--- src/rtl/ctr_m_pkg.sv ---
// ctr_m_pkg: shared constants for the M-stage control register.
//   opcode_e  - primary opcodes decoded by ctr_m (byte/halfword ops are
//               only acted on when BYTE_MEM_EN is defined)
//   funct_e   - SPECIAL function codes
//   fwdsel_e  - encoding of the forwardable value available at M
package ctr_m_pkg;

    typedef enum logic [5:0] {
        OP_SPECIAL = 6'h00,
        OP_J       = 6'h02,
        OP_JAL     = 6'h03,
        OP_BEQ     = 6'h04,
        OP_ORI     = 6'h0d,
        OP_LUI     = 6'h0f,
        OP_LB      = 6'h20,
        OP_LH      = 6'h21,
        OP_LW      = 6'h23,
        OP_LBU     = 6'h24,
        OP_LHU     = 6'h25,
        OP_SB      = 6'h28,
        OP_SH      = 6'h29,
        OP_SW      = 6'h2b
    } opcode_e;

    typedef enum logic [5:0] {
        FN_JR   = 6'h08,
        FN_ADDU = 6'h21,
        FN_SUBU = 6'h23
    } funct_e;

    typedef enum logic [1:0] {
        FWD_NONE = 2'b00,
        FWD_AO   = 2'b01,
        FWD_PC4  = 2'b10
    } fwdsel_e;

    localparam logic [4:0] RA_REG = 5'd31;

endpackage

--- src/rtl/ctr_m_if.sv ---
// ctr_m_if: E/M boundary inputs and M-stage control outputs of ctr_m.
//   master : pipeline side - drives instr_e, stall_m, flush_m, ao_lo_m
//   slave  : ctr_m         - drives op_m, func_m, RegWr_M, A3_M, DMWr_M,
//                            BE_M, Tnew_M, FWDSEL_M
interface ctr_m_if;
    logic [31:0] instr_e;
    logic        stall_m;
    logic        flush_m;
    logic [1:0]  ao_lo_m;
    logic [5:0]  op_m;
    logic [5:0]  func_m;
    logic        RegWr_M;
    logic [4:0]  A3_M;
    logic        DMWr_M;
    logic [3:0]  BE_M;
    logic [1:0]  Tnew_M;
    logic [1:0]  FWDSEL_M;

    modport master (
        output instr_e, stall_m, flush_m, ao_lo_m,
        input  op_m, func_m, RegWr_M, A3_M, DMWr_M, BE_M, Tnew_M, FWDSEL_M
    );

    modport slave (
        input  instr_e, stall_m, flush_m, ao_lo_m,
        output op_m, func_m, RegWr_M, A3_M, DMWr_M, BE_M, Tnew_M, FWDSEL_M
    );
endinterface

--- src/rtl/ctr_m_mem_be_gen.sv ---
// mem_be_gen: byte-enable generator for byte/halfword/word stores.
// Present only when BYTE_MEM_EN is defined.
//   op       in  6  M-stage opcode
//   ao_lo    in  2  low address bits of the store
//   be       out 4  data-memory byte enables
//   store_ok out 1  store is aligned and may be performed
`ifdef BYTE_MEM_EN
module mem_be_gen
    import ctr_m_pkg::*;
(
    input  logic [5:0] op,
    input  logic [1:0] ao_lo,
    output logic [3:0] be,
    output logic       store_ok
);
    always_comb begin
        be       = '0;
        store_ok = 1'b0;
        if (op == OP_SW) begin
            // Misaligned words are dropped rather than trapped.
            if (ao_lo == 2'b00) begin
                be       = '1;
                store_ok = 1'b1;
            end
        end else if (op == OP_SB) begin
            be       = 4'b0001 << ao_lo;
            store_ok = 1'b1;
        end else if (op == OP_SH) begin
            if (!ao_lo[0]) begin
                be       = ao_lo[1] ? 4'b1100 : 4'b0011;
                store_ok = 1'b1;
            end
        end
    end
endmodule
`endif

--- src/rtl/ctr_m.sv ---
// ctr_m: M-stage control register of the five-stage MIPS pipeline.
// Latches the E-stage instruction and decodes M-stage controls from it.
//   clk    in  pipeline clock
//   rst_n  in  synchronous active-low reset
//   bus    ctr_m_if.slave: instr_e/stall_m/flush_m/ao_lo_m in;
//          op_m/func_m (to W controller op_34/func_34), RegWr_M, A3_M,
//          DMWr_M, BE_M, Tnew_M, FWDSEL_M out
// Optional feature: define BYTE_MEM_EN for sb/sh/lb/lbu/lh/lhu support.
module ctr_m
    import ctr_m_pkg::*;
(
    input  logic     clk,
    input  logic     rst_n,
    ctr_m_if.slave   bus
);
    logic [31:0] instr_m_q, instr_m_d;

    // Flush loads a bubble even while stalled.
    always_comb begin
        instr_m_d = instr_m_q;
        if (bus.flush_m) begin
            instr_m_d = '0;
        end else if (!bus.stall_m) begin
            instr_m_d = bus.instr_e;
        end
    end

    always_ff @(posedge clk) begin
        if (!rst_n) begin
            instr_m_q <= '0;
        end else begin
            instr_m_q <= instr_m_d;
        end
    end

    logic [5:0] op, fn;
    logic [4:0] rt, rd;
    logic       is_addu, is_subu, is_ori, is_lui, is_lw, is_sw, is_jal;
    logic       is_load, is_alu, is_store;
    logic [4:0] a3;
    logic       regwr;

    always_comb begin
        op = instr_m_q[31:26];
        fn = instr_m_q[5:0];
        rt = instr_m_q[20:16];
        rd = instr_m_q[15:11];

        is_addu = (op == OP_SPECIAL) && (fn == FN_ADDU);
        is_subu = (op == OP_SPECIAL) && (fn == FN_SUBU);
        is_ori  = (op == OP_ORI);
        is_lui  = (op == OP_LUI);
        is_lw   = (op == OP_LW);
        is_sw   = (op == OP_SW);
        is_jal  = (op == OP_JAL);
`ifdef BYTE_MEM_EN
        is_load  = is_lw || (op == OP_LB) || (op == OP_LBU)
                         || (op == OP_LH) || (op == OP_LHU);
        is_store = is_sw || (op == OP_SB) || (op == OP_SH);
`else
        is_load  = is_lw;
        is_store = is_sw;
`endif
        is_alu = is_addu || is_subu || is_ori || is_lui;

        a3 = '0;
        if (is_addu || is_subu) begin
            a3 = rd;
        end else if (is_ori || is_lui || is_load) begin
            a3 = rt;
        end else if (is_jal) begin
            a3 = RA_REG;
        end

        // Writes to $0 are suppressed and therefore never forwarded.
        regwr = (is_alu || is_load || is_jal) && (a3 != '0);
    end

`ifdef BYTE_MEM_EN
    logic [3:0] be_gen;
    logic       store_ok;
    logic       unused_bits;

    mem_be_gen u_mem_be_gen (
        .op       (op),
        .ao_lo    (bus.ao_lo_m),
        .be       (be_gen),
        .store_ok (store_ok)
    );

    always_comb begin
        bus.DMWr_M  = is_store && store_ok;
        bus.BE_M    = be_gen;
        unused_bits = ^{instr_m_q[25:21], instr_m_q[10:6]};
    end
`else
    logic unused_bits;

    always_comb begin
        bus.DMWr_M  = is_store;
        bus.BE_M    = is_store ? 4'b1111 : 4'b0000;
        unused_bits = ^{instr_m_q[25:21], instr_m_q[10:6], bus.ao_lo_m};
    end
`endif

    always_comb begin
        bus.op_m     = op;
        bus.func_m   = fn;
        bus.A3_M     = a3;
        bus.RegWr_M  = regwr;
        bus.Tnew_M   = is_load ? 2'd1 : 2'd0;
        bus.FWDSEL_M = FWD_NONE;
        if (regwr) begin
            if (is_jal) begin
                bus.FWDSEL_M = FWD_PC4;
            end else if (is_alu) begin
                bus.FWDSEL_M = FWD_AO;
            end
        end
    end

endmodule

--- src/flat_wrapper.sv ---
// flat-port wrapper written by rule: the top's interface ports become plain ports
module ctr_m_flat import ctr_m_pkg::*;
  (clk, rst_n, bus_instr_e, bus_stall_m, bus_flush_m, bus_ao_lo_m, bus_op_m, bus_func_m, bus_RegWr_M, bus_A3_M, bus_DMWr_M, bus_BE_M, bus_Tnew_M, bus_FWDSEL_M);
  ctr_m_if bus_i ();
  input  logic clk;
  input  logic rst_n;
  input wire logic [$bits(bus_i.instr_e)-1:0] bus_instr_e;
  input wire logic [$bits(bus_i.stall_m)-1:0] bus_stall_m;
  input wire logic [$bits(bus_i.flush_m)-1:0] bus_flush_m;
  input wire logic [$bits(bus_i.ao_lo_m)-1:0] bus_ao_lo_m;
  output wire logic [$bits(bus_i.op_m)-1:0] bus_op_m;
  output wire logic [$bits(bus_i.func_m)-1:0] bus_func_m;
  output wire logic [$bits(bus_i.RegWr_M)-1:0] bus_RegWr_M;
  output wire logic [$bits(bus_i.A3_M)-1:0] bus_A3_M;
  output wire logic [$bits(bus_i.DMWr_M)-1:0] bus_DMWr_M;
  output wire logic [$bits(bus_i.BE_M)-1:0] bus_BE_M;
  output wire logic [$bits(bus_i.Tnew_M)-1:0] bus_Tnew_M;
  output wire logic [$bits(bus_i.FWDSEL_M)-1:0] bus_FWDSEL_M;
  assign bus_i.instr_e = bus_instr_e;
  assign bus_i.stall_m = bus_stall_m;
  assign bus_i.flush_m = bus_flush_m;
  assign bus_i.ao_lo_m = bus_ao_lo_m;
  assign bus_op_m = bus_i.op_m;
  assign bus_func_m = bus_i.func_m;
  assign bus_RegWr_M = bus_i.RegWr_M;
  assign bus_A3_M = bus_i.A3_M;
  assign bus_DMWr_M = bus_i.DMWr_M;
  assign bus_BE_M = bus_i.BE_M;
  assign bus_Tnew_M = bus_i.Tnew_M;
  assign bus_FWDSEL_M = bus_i.FWDSEL_M;
  ctr_m u_core (.clk(clk), .rst_n(rst_n), .bus(bus_i));
endmodule
--- config.mk ---
export PLATFORM = sky130hd
export DESIGN_NAME = ctr_m_flat
export DESIGN_NICKNAME = d
export VERILOG_FILES = /design/src/rtl/ctr_m_pkg.sv /design/src/rtl/ctr_m_if.sv /design/src/rtl/ctr_m_mem_be_gen.sv /design/src/rtl/ctr_m.sv /design/src/flat_wrapper.sv
export SDC_FILE = /design/constraint.sdc
export NUM_CORES = 1
export LEC_CHECK = 0
export CAP_MARGIN = 20
export CORE_UTILIZATION = 43
export CTS_BUF_LIST = sky130_fd_sc_hd__clkbuf_8
export DETAILED_ROUTE_END_ITERATION = 8
export GPL_TIMING_DRIVEN = 0
export PLACE_DENSITY_LB_ADDON = 0.12
export SYNTH_ARGS = -nofsm -noshare
export SYNTH_HDL_FRONTEND = slang
export SYNTH_SLANG_ARGS = --single-unit
--- constraint.sdc ---
create_clock -name clk -period 2.8 [get_ports clk]
set_clock_uncertainty 0.05 [all_clocks]
set_input_delay 0.42 -clock clk [delete_from_list [all_inputs] [get_ports clk]]
set_output_delay 0.42 -clock clk [all_outputs]
set_load 0.005 [all_outputs]
==> qor.yml, run 1 <==
outcome: "finished clean"
max_stage_delay_ps: 510
path_cells: "nor4b_1 -> and4_1 -> clkbuf_1 -> a221o_1 -> clkdlybuf4s50_1"
insertion_delay_ps: 250
place_ws_ps: 512
crit_slowest_cell: "clkdlybuf4s50_1"
grt_pass1_vias: 910
largest_register_ffs: 22
cts_root_buf: "clkbuf_8"
cts_hold_buf: 0
rows: 18
end_kind: "primary output"
ys_warn_count: 0
gr-total-overflow: 0
period_share_pct: 92.6
avgRoutedWirePerCell_um: 11.6
syn-num-nets: 163
dp.final_hpwl_um: 1910
drv_cap: 0
synth_flop_cell: "dfxtp_1"
post_cts_buffers: 0
grtUsageMet3_pct: 4.17
sequentialPowerShare_pct: 50.3
use_met2_pct: 31.3
avgSynthCellArea_sq_um: 9.40
top_register: "u_core.instr_m_q"
yosysMostFrequentCell: "nor2_1"
rrSetupSlack_ps: 2010
tritoncts: "yes"
hp-class: "register to register"
worst-endpoint-required_ps: 2330
internal-power_mw: 0.521
reg2reg_depth: 2
rsz0062_at_grt: "no"
met1_usage_pct: 23.1
setup_tns_ps: 0
die-area_sq_mm: 0.00295
num_vias: 1044
reg2reg_from: "u_core.instr_m_q[29]"
portBuffers: 50
min_from: "u_core.instr_m_q[1]"
synthTopCellsByArea: "dfxtp_1, mux2i_1, buf_4, nor2_1, a221o_1"
grt_busiest_layer: "met2"
antenna_found_initial: 0
drtIter0Drc: 22
grt_pass1_wl_um: 3980
numCtsBuffers: 3
fin_ws_ps: 208
gp_congestion: 0.806
nets: 218
clk_path_buf_depth: 2
start_util_pct: 46.6
cp_top_family: "buffers and inverters"
cts_sinks: 22
avgViaCountPerCell: 5.00
critPathKind: "register to primary output"
die_w_um: 54.3
critPathBufInv: 2
finalSetupViolCount: 0
postRouteWirelength_um: 2420
p_sw_share_pct: 21.5
cts_resized: 0
ys_ff_latch: 22
power.density_mw_per_mm2: 375
ys_types: 27
irDropWorstVdd_mv: 0.341
synth_cells: 125
syn-cell-area_sq_mm: 0.00117
drv_slew: 0
pwr-share-comb_pct: 16.1
crit_arrival_ps: 2120
top_regs: "u_core.instr_m_q (22)"
first_pass_iters: 4
switchingPower_mw: 0.143
synth_edf_count: 0
hold_viol: 0
ys_top_cells_by_count: "nor2_1, dfxtp_1, mux2i_1, buf_4, a221o_1"
leakagePower_nw: 0.769
drc: 0
critPathLaunchType: "register"
nFillCells: 218
async_reset_ff_share_pct: 0
coreArea_sq_mm: 0.00252
h-tree-depth: 1
cp_max_fo: 6
antenna_left: 0
area_growth_pct: 50.5
min_period_ps: 2590
synth_top_area_share_pct: 37.5
clkTransAtPathRegs_ps: 80
gr-usage-all-layers_pct: 18.6
ioPinCount: 65
rr_endpoint: "u_core.instr_m_q[29]"
antenna_cells: 0
synth_top_cell_by_area: "dfxtp_1"
hold_end: "u_core.instr_m_q[1]"
min_path_cells: 2
drive_gt1_share_pct: 18.4
ys_seq_area_share_pct: 37.5
fp.dieH_um: 54.3
fmax_mhz: 386
clock_power_share_pct: 33.6
grt_max_degree: 13
power groups by stage:
stage | logic [mW] | registers, mW | clock network [mW]
2_1_floorplan | 0.0559 | 0.338 | 0
3_3_place_gp | 0.105 | 0.341 | 0
3_5_place_dp | 0.107 | 0.341 | 0
4_1_cts | 0.108 | 0.334 | 0.227
5_1_grt | 0.116 | 0.336 | 0.245
6_report | 0.107 | 0.334 | 0.223
how the worst max path moves through the flow:
stage / endpoint / startpoint / depth (start not counted) / slack [ps]
after floorplan: bus_RegWr_M / u_core.instr_m_q[12] / 3 / 1010
after global placement: bus_RegWr_M / u_core.instr_m_q[18] / 4 / 530
after detailed placement: bus_A3_M[3] / u_core.instr_m_q[26] / 5 / 510
after CTS: bus_A3_M[3] / u_core.instr_m_q[26] / 5 / 200
after global routing: bus_A3_M[2] / u_core.instr_m_q[26] / 5 / 70
final: bus_A3_M[4] / u_core.instr_m_q[26] / 5 / 210
cell families (layout without fill, tap and decap cells):
group | after synthesis | after routing | synth area share [%]
simple gates | 45 | 45 | 21.0
flops | 22 | 22 | 37.5
buf+inv | 25 | 79 | 14.3
other cells | 1 | 1 | 0.319
mux | 22 | 22 | 18.7
compound gates | 10 | 10 | 8.20
through the flow:
step | power [mW] | utilization [%] | cells | instance area, sq um | hold slack, ps
floorplan | 0.394 | - | 125 | 1170 | 415
global placement | 0.446 | 67.9 | 205 | 1710 | 429
detailed placement | 0.449 | 67.9 | 205 | 1710 | 439
CTS | 0.669 | 70.1 | 209 | 1770 | 457
global route | 0.697 | 70.1 | 209 | 1770 | 487
finish | 0.664 | 70.1 | 209 | 1770 | 452
final cells by class:
class / count / area (sq um) / area share, %
buffer: 25 / 168 / 9.48
clock buffer: 4 / 55.1 / 3.11
multi-input combinational: 78 / 567 / 32.1
sequential: 22 / 440 / 24.9
tap: 30 / 37.5 / 2.12
timing repair buffer: 50 / 500 / 28.3
metal layers:
metal	vias to the layer above	share of wire [%]
li1	533	-
met1	472	46
met2	37	47
met3	2	6.6
met4	0	0.41
met5	-	0
worst register-to-register path, stage by stage (launching register included):
cell and delay, ps:
dfxtp_1 470, mux2i_1 120, nor2_1 100
layout by cell type, fill, tap and decap left out, types with 4 or more instances in the layout:
| cell | n |
|---|---|
| a221o_1 | 5 |
| mux2i_1 | 22 |
| dfxtp_1 | 22 |
| nor2_1 | 25 |
| clkbuf_8 | 4 |
| clkbuf_1 | 4 |
| clkdlybuf4s50_1 | 50 |
| buf_4 | 19 |
No activity file was read; power rests on OpenSTA's default activity.
==> run 2, diff against run 1 <==
- MAX_ROUTING_LAYER: not set -> met4
==> run 2 against run 1 <==
  * Combinational power about the same
  * Total power about the same
  * Global-route usage is 0.53 points higher
  * Fmax rose by 0.24%
  * Sequential share of layout area unchanged
  * Utilization did not move
  * Cell count unchanged
  * Die area unchanged
  * Clock power is essentially flat
  * Via count decreased by 0.57%
  * Routed wire length about the same
  * Setup slack gained 6.3 ps
  * Largest cell class unchanged
==> qor.yml, run 2 (same netlist as run 1, synthesis figures left out) <==
clock_power_share_pct: 33.6
antenna_left: 0
fin_util_pct: 70.1
layout_commonest_cell: "clkdlybuf4s50_1"
drive_gt1_share_pct: 18.4
finalSetupViolCount: 0
hp-class: "register to register"
coreArea_sq_mm: 0.00252
period_share_pct: 92.4
grt_max_degree: 13
irDropWorstVdd_mv: 0.341
numCtsBuffers: 3
dpl_cell_area_sq_mm: 0.00171
crit_arrival_ps: 2120
setup_tns_ps: 0
antenna_found_initial: 0
outcome: "finished clean"
leakagePower_nw: 0.769
grt_busiest_layer: "met2"
num_vias: 1038
start_util_pct: 46.6
power.density_mw_per_mm2: 375
antenna_cells: 0
die_w_um: 54.3
largest_register_ffs: 22
portBuffers: 50
use_met2_pct: 31.3
insertion_delay_ps: 250
drv_cap: 0
grtUsageMet3_pct: 3.33
die-area_sq_mm: 0.00295
pwr-share-comb_pct: 16.1
sequentialPowerShare_pct: 50.3
cp_max_fo: 6
internal-power_mw: 0.521
p_sw_share_pct: 21.5
area_growth_pct: 50.5
grt_pass1_vias: 909
fp.dieH_um: 54.3
worst-endpoint-required_ps: 2330
dp.final_hpwl_um: 1910
layout_common_cells: "clkdlybuf4s50_1, nor2_1, mux2i_1, dfxtp_1, buf_4"
met1_usage_pct: 23.6
gr-total-overflow: 0
fin_area_sq_mm: 0.00177
avgRoutedWirePerCell_um: 11.6
post_cts_buffers: 0
cts_hold_buf: 0
postRouteWirelength_um: 2420
fmax_mhz: 387
first_pass_iters: 4
cts_root_buf: "clkbuf_8"
end_kind: "primary output"
ioPinCount: 65
hold_viol: 0
top_register: "u_core.instr_m_q"
drc: 0
top_regs: "u_core.instr_m_q (22)"
rows: 18
worst_hold_slack_ps: 452
switchingPower_mw: 0.143
cts_resized: 0
gp_congestion: 0.817
avgViaCountPerCell: 4.97
rsz0062_at_grt: "no"
h-tree-depth: 1
drv_slew: 0
critPathKind: "register to primary output"
min_period_ps: 2590
cts_sinks: 22
nets: 218
critPathLaunchType: "register"
drtIter0Drc: 23
gr-usage-all-layers_pct: 19.1
tritoncts: "yes"
clkTransAtPathRegs_ps: 80
clk_path_buf_depth: 2
grt_pass1_wl_um: 3990
[run 2: cell counts in the layout (fill, tap and decap cells not counted)]
No cell type changed its count.
[run 2: final cells by class]
type	instances	area [sq um]
buffer	25	168
clock buffer	4	55.1
fill	218	754
multi-input combinational	78	567
sequential	22	440
tap	30	37.5
timing repair buffer	50	500
[run 2: stage by stage]
stage,worst slack (ps),std cells,total power [mW]
after floorplan,1010,125,0.394
after global placement,528,205,0.446
after detailed placement,512,205,0.449
after CTS,205,209,0.669
after global routing,65.1,209,0.697
final,214,209,0.664
[run 2: critical path, cell delays in order, from the launching register on]
cell and delay, ps:
dfxtp_1 360, nor4b_1 320, and4_1 230, clkbuf_1 230
a221o_1 200, clkdlybuf4s50_1 520
[run 2: power by group through the flow]
stage                     combinational [mW]  sequential (mW)  clock (mW)
after CTS                              0.108            0.334       0.227
after global routing                   0.116            0.336       0.245
after detailed placement               0.107            0.341           0
final                                  0.107            0.334       0.223
after global placement                 0.105            0.341           0
after floorplan                       0.0559            0.338           0
[run 2: final timing paths]
path         cells after the start  slack [ps]                   end            startpoint
min reg2reg                      2         450   u_core.instr_m_q[1]   u_core.instr_m_q[1]
min                              2         450   u_core.instr_m_q[1]   u_core.instr_m_q[1]
max reg2reg                      2        2010  u_core.instr_m_q[29]  u_core.instr_m_q[29]
max                              5         210           bus_A3_M[4]  u_core.instr_m_q[26]
[run 2: layer usage]
layer	wire length, um	part of all wire, %	vias to the layer above
li1	-	-	532
met1	1120	46	469
met2	1160	48	35
met3	133	5.5	2
met4	10	0.41	0
met5	0	0	-
